==> src/rtl/if_fetch_stage.sv <==
// -----------------------------------------------------------------------------
// if_fetch_stage
// Instruction-fetch stage plus IF/ID pipeline register of the 5-stage MIPS
// pipeline. Drives the program counter, fetches from instruction memory over a
// variable-latency req/ack handshake, and presents instr_ID / PC_ID / valid_ID
// to the decode stage. It stalls on hazard_detected. A taken branch resolved in
// ID redirects the PC and flushes the fetch slot.
//
// Ports:
//   clk, rst            rising-edge clock, synchronous active-high reset
//   hazard_detected     freezes PC and IF/ID
//   branch_taken        taken branch/jump from ID (qualified by valid_ID, !stall)
//   branch_target       redirect address, valid with branch_taken
//   imem_req/imem_addr  fetch request; stable from raise until the ack cycle
//   imem_ack/imem_rdata memory response; data valid only in the ack cycle
//   PC_ID, instr_ID     PC+PC_STEP and instruction word held in ID
//   valid_ID            0 marks a bubble in ID
//
// Optional feature (macro IF_PERF_CNT_EN): adds saturating counters
//   stall_cycles (cycles with hazard_detected) and flush_count (redirects).
// -----------------------------------------------------------------------------
module if_fetch_stage #(
    parameter int                  WORD_LEN = 32,
    parameter logic [WORD_LEN-1:0] RESET_PC = {WORD_LEN{1'b0}},
    parameter int                  PC_STEP  = 4
) (
    input  logic                clk,
    input  logic                rst,
    input  logic                hazard_detected,
    input  logic                branch_taken,
    input  logic [WORD_LEN-1:0] branch_target,
    output logic                imem_req,
    output logic [WORD_LEN-1:0] imem_addr,
    input  logic                imem_ack,
    input  logic [WORD_LEN-1:0] imem_rdata,
    output logic [WORD_LEN-1:0] PC_ID,
    output logic [WORD_LEN-1:0] instr_ID,
    output logic                valid_ID
`ifdef IF_PERF_CNT_EN
    ,
    output logic [31:0]         stall_cycles,
    output logic [31:0]         flush_count
`endif
);

    localparam logic [WORD_LEN-1:0] STEP = WORD_LEN'(PC_STEP);

    // FETCH: request outstanding. HOLD: a word was accepted during a stall and
    // waits in the skid register. DRAIN: a redirect killed an outstanding
    // request, which must still be acked before the new address is issued.
    typedef enum logic [1:0] {
        ST_FETCH = 2'd0,
        ST_HOLD  = 2'd1,
        ST_DRAIN = 2'd2
    } state_e;

    state_e              state_q, state_d;
    logic [WORD_LEN-1:0] pc_q, pc_d;
    logic [WORD_LEN-1:0] pc_id_q, pc_id_d;
    logic [WORD_LEN-1:0] instr_id_q, instr_id_d;
    logic                valid_id_q, valid_id_d;
    logic [WORD_LEN-1:0] skid_q, skid_d;
    logic [WORD_LEN-1:0] redirect_pc_q, redirect_pc_d;
    logic                redir_s;

`ifdef IF_PERF_CNT_EN
    logic [31:0] stall_cycles_q, stall_cycles_d;
    logic [31:0] flush_count_q, flush_count_d;
`endif

    // A branch only counts when a real instruction in ID is not being stalled.
    assign redir_s   = branch_taken & valid_id_q & ~hazard_detected;

    // The request is dropped only while a word sits in the skid register; during
    // DRAIN the killed request stays up at the old PC until it is acked.
    assign imem_req  = ~rst & (state_q != ST_HOLD);
    assign imem_addr = pc_q;
    assign PC_ID     = pc_id_q;
    assign instr_ID  = instr_id_q;
    assign valid_ID  = valid_id_q;

    // Next-state and IF/ID update logic.
    always_comb begin
        state_d       = state_q;
        pc_d          = pc_q;
        pc_id_d       = pc_id_q;
        instr_id_d    = instr_id_q;
        valid_id_d    = valid_id_q;
        skid_d        = skid_q;
        redirect_pc_d = redirect_pc_q;

        case (state_q)
            ST_FETCH: begin
                if (redir_s) begin
                    valid_id_d = 1'b0;
                    if (imem_ack) begin
                        // Wrong-path word returned together with the redirect.
                        pc_d = branch_target;
                    end else begin
                        redirect_pc_d = branch_target;
                        state_d       = ST_DRAIN;
                    end
                end else if (imem_ack) begin
                    if (!hazard_detected) begin
                        instr_id_d = imem_rdata;
                        pc_id_d    = pc_q + STEP;
                        valid_id_d = 1'b1;
                        pc_d       = pc_q + STEP;
                    end else begin
                        // Data is only valid this cycle, so park it.
                        skid_d  = imem_rdata;
                        state_d = ST_HOLD;
                    end
                end else begin
                    if (!hazard_detected) begin
                        valid_id_d = 1'b0;
                    end else begin
                        valid_id_d = valid_id_q;
                    end
                end
            end
            ST_HOLD: begin
                if (redir_s) begin
                    valid_id_d = 1'b0;
                    pc_d       = branch_target;
                    state_d    = ST_FETCH;
                end else if (!hazard_detected) begin
                    instr_id_d = skid_q;
                    pc_id_d    = pc_q + STEP;
                    valid_id_d = 1'b1;
                    pc_d       = pc_q + STEP;
                    state_d    = ST_FETCH;
                end else begin
                    state_d = ST_HOLD;
                end
            end
            ST_DRAIN: begin
                valid_id_d = 1'b0;
                if (imem_ack) begin
                    pc_d    = redirect_pc_q;
                    state_d = ST_FETCH;
                end else begin
                    state_d = ST_DRAIN;
                end
            end
            default: begin
                valid_id_d = 1'b0;
                state_d    = ST_FETCH;
            end
        endcase
    end

    // Pipeline and fetch state registers.
    always_ff @(posedge clk) begin
        if (rst) begin
            state_q       <= ST_FETCH;
            pc_q          <= RESET_PC;
            pc_id_q       <= {WORD_LEN{1'b0}};
            instr_id_q    <= {WORD_LEN{1'b0}};
            valid_id_q    <= 1'b0;
            skid_q        <= {WORD_LEN{1'b0}};
            redirect_pc_q <= {WORD_LEN{1'b0}};
        end else begin
            state_q       <= state_d;
            pc_q          <= pc_d;
            pc_id_q       <= pc_id_d;
            instr_id_q    <= instr_id_d;
            valid_id_q    <= valid_id_d;
            skid_q        <= skid_d;
            redirect_pc_q <= redirect_pc_d;
        end
    end

`ifdef IF_PERF_CNT_EN
    // Saturating performance counter increments.
    always_comb begin
        stall_cycles_d = stall_cycles_q;
        flush_count_d  = flush_count_q;
        if (hazard_detected && (stall_cycles_q != 32'hFFFF_FFFF)) begin
            stall_cycles_d = stall_cycles_q + 32'd1;
        end else begin
            stall_cycles_d = stall_cycles_q;
        end
        if (redir_s && (flush_count_q != 32'hFFFF_FFFF)) begin
            flush_count_d = flush_count_q + 32'd1;
        end else begin
            flush_count_d = flush_count_q;
        end
    end

    // Performance counter registers.
    always_ff @(posedge clk) begin
        if (rst) begin
            stall_cycles_q <= 32'd0;
            flush_count_q  <= 32'd0;
        end else begin
            stall_cycles_q <= stall_cycles_d;
            flush_count_q  <= flush_count_d;
        end
    end

    assign stall_cycles = stall_cycles_q;
    assign flush_count  = flush_count_q;
`endif

endmodule
==> config.mk <==
export PLATFORM = sky130hd
export DESIGN_NAME = if_fetch_stage
export DESIGN_NICKNAME = d
export VERILOG_FILES = /design/src/rtl/if_fetch_stage.sv
export SDC_FILE = /design/constraint.sdc
export NUM_CORES = 1
export LEC_CHECK = 0
export BUFFER_PORTS_ARGS = -buffer_cell sky130_fd_sc_hd__buf_2
export CORE_MARGIN = 2
export CORE_UTILIZATION = 54
export CTS_CLUSTER_DIAMETER = 50
export CTS_CLUSTER_SIZE = 12
export DETAILED_ROUTE_END_ITERATION = 6
export PLACE_DENSITY_LB_ADDON = 0.12
export SKIP_CTS_REPAIR_TIMING = 1
export SLEW_MARGIN = 20
export SYNTH_ARGS = -nofsm -noshare
export SYNTH_HDL_FRONTEND = slang
export SYNTH_SLANG_ARGS = --single-unit
==> constraint.sdc <==
create_clock -name clk -period 2.45 [get_ports clk]
set_input_delay 0.245 -clock clk [delete_from_list [all_inputs] [get_ports clk]]
set_output_delay 0.245 -clock clk [all_outputs]
set_load 0.01 [all_outputs]
==> impl_metrics.json <==
{
  "status": "complete, no violations",
  "die_w_um": 121,
  "required_ns": 2.76,
  "synthCells": 935,
  "die_h_um": 121,
  "path_class": "register to register",
  "whs_ns": 0.0613,
  "cts_tree": "yes",
  "drcViolationCount": 0,
  "die_area_um2": 14700,
  "syn_avg_cell_area_um2": 7.94,
  "track_usage_pct": 29.2,
  "cts_sinks": 163,
  "p_sw_uw": 1580,
  "p_per_area_nw_per_um2": 689,
  "relSlewSlack_pct": 59.3,
  "syn_nets": 1005,
  "antenna_found_initial": 0,
  "clkLatencyLatePin_ns": 0.43,
  "intPower_uw": 4640,
  "ant_nets": 0,
  "ys_types": 59,
  "yosysTopAreaCell": "dfxtp_1",
  "synth_edf_count": 0,
  "grt_max_degree": 118,
  "syn_area_um2": 7420,
  "diodes": 0,
  "post_drt_via_cell_ratio": 5.85,
  "synth-seq-cells": 163,
  "fin_crit_ns": 2.24,
  "overflow": 0,
  "async_reset_ff_share_pct": 0,
  "firstDrtPassIters": 5,
  "port-buffer-count": 166,
  "synth_common_cells": "nand2_1, dfxtp_1, a21oi_1, nor2_1, clkbuf_1",
  "cts_root_buf": "clkbuf_16",
  "rows": 42,
  "start_kind": "register",
  "ios": 167,
  "p_sw_share_pct": 25.4,
  "tightest_slew_ns": 0.608,
  "met1_usage_pct": 41.5,
  "vias": 7353,
  "start_util_pct": 55.6,
  "place.gp.congestion": 0.916,
  "setup_viol": 0,
  "fmax_mhz": 447,
  "yosysSeqAreaShare_pct": 44.0,
  "cp-end-kind": "register",
  "max-vdd-ir-drop_uv": 453,
  "grt_pass1_vias": 6610,
  "cts_made_buffers": 17,
  "ys_top_cells_by_area": "dfxtp_1, nand2_1, a21oi_1, a211oi_1, mux2i_1",
  "seqPwrFrac_pct": 46.2,
  "fin_nets": 1140,
  "place_inst": 1227,
  "layout-drive-gt1-share_pct": 22.5,
  "clk_path_buf_depth": 2,
  "post-dp-hpwl_um": 14500,
  "tns_ns": 0,
  "power_frac_clock_pct": 41.8,
  "clock_skew_ns": 0.00993,
  "use_met2_pct": 44.6,
  "yosysMostFrequentCell": "nand2_1",
  "leakagePower_uw": 0.00372,
  "wl_per_cell_um": 17.0,
  "timing.final.crit_share_pct": 91.3,
  "clk_pin_slew_ns": 0.06,
  "drt_wl_total_um": 21400,
  "drt_iter0_drc": 840,
  "cap_violations": 0,
  "use_met3_pct": 6.06,
  "hold_viol": 0,
  "top_usage_layer": "met2",
  "coreArea_um2": 13300,
  "synth_top_area_share_pct": 44.0,
  "ys_warn_count": 0,
  "syn2layout_area_growth_pct": 21.5,
  "pwr-share-comb_pct": 12.1,
  "cts-htree-levels": 4,
  "slew_violations": 0,
  "ys.flop_type": "dfxtp_1",
  "rsz0062_at_grt": "false",
  "arrival_ns": 2.55,
  "cp_max_fo": 9,
  "grt_first_pass_wirelength_um": 33900,
  "stdcell_count": 1257,
  "hold_class": "primary input to register"
}
-- cell families (layout without fill, tap and decap cells) --
group / Yosys count / in the layout / share of synthesized area, %
AOI/OAI and AO/OA: 244 / 244 / 20.5
and+or+nand+nor: 384 / 384 / 23.3
buffers and inverters: 88 / 234 / 5.01
DFF: 163 / 163 / 44.0
muxes: 34 / 34 / 4.59
xor gates and xnor gates: 21 / 21 / 2.48
adders and majority gates: 1 / 1 / 0.169
-- layout make-up --
cell class / count / area (µm²)
Inverter: 6 / 22.5
Tap cell: 176 / 220
Timing Repair Buffer: 198 / 1140
Multi-Input combinational cell: 684 / 3800
Clock buffer: 20 / 467
Fill cell: 1173 / 4330
Sequential cell: 163 / 3260
Clock inverter: 10 / 106
-- metrics by stage --
step	instance area (µm²)	util (%)	setup slack, ns	total power (µW)
after global routing	9020	67.6	0.0326	6460
after CTS	9020	67.6	0.245	6250
after global placement	8450	63.3	0.294	3660
final	9020	67.6	0.213	6220
after detailed placement	8450	63.3	0.260	3670
after floorplan	7420	-	0.194	3360
-- path summary, 6_finish.rpt --
kind / startpoint / to / slack, ns / cells past startpoint
setup reg to reg: imem_addr[8] / imem_addr[31] / 0.21 / 5
hold / removal: branch_target[12] / redirect_pc_q[12] / 0.06 / 3
setup / recovery: imem_addr[8] / imem_addr[31] / 0.21 / 5
hold reg to reg: skid_q[22] / skid_q[22] / 0.45 / 2
-- cell usage in the layout, fill, tap and decap left out, types with 17 or more instances in the layout --
cell	n
nand2_1	180
buf_2	165
dfxtp_1	163
a21oi_1	107
nor2_1	87
a211oi_1	63
mux2i_1	34
o21ai_0	30
nand3_1	29
buf_4	28
clkbuf_16	17
-- critical path: stages, from the launching register on --
cell      delay [ns]
dfxtp_1         0.44
nand4_2         0.17
or4_4           0.57
or3_4           0.41
nor4bb_1        0.15
or3_1           0.38
-- routing by layer --
metal  part of all wire [%]  up-vias  wire length (µm)
li1                       -     3581                 -
met1                     45     3446              9680
met2                     46      298              9740
met3                    7.5       28              1610
met4                    1.6        0               352
met5                      0        -                 0
-- flip-flops by register name (all words and copies together) (netlist names) --
name,count
redirect_pc_q,32
state_q,2
skid_q,32
instr_ID,32
imem_addr,32
PC_ID,32
valid_ID,1
-- power by group through the flow --
stage               Clock (µW)  Sequential, µW  Combinational, µW
finish                    2600            2870                750
global route              2750            2880                828
CTS                       2630            2870                751
detailed placement           0            2930                747
global placement             0            2920                737
floorplan                    0            2960                399
Power figures use the tool's default switching activity.
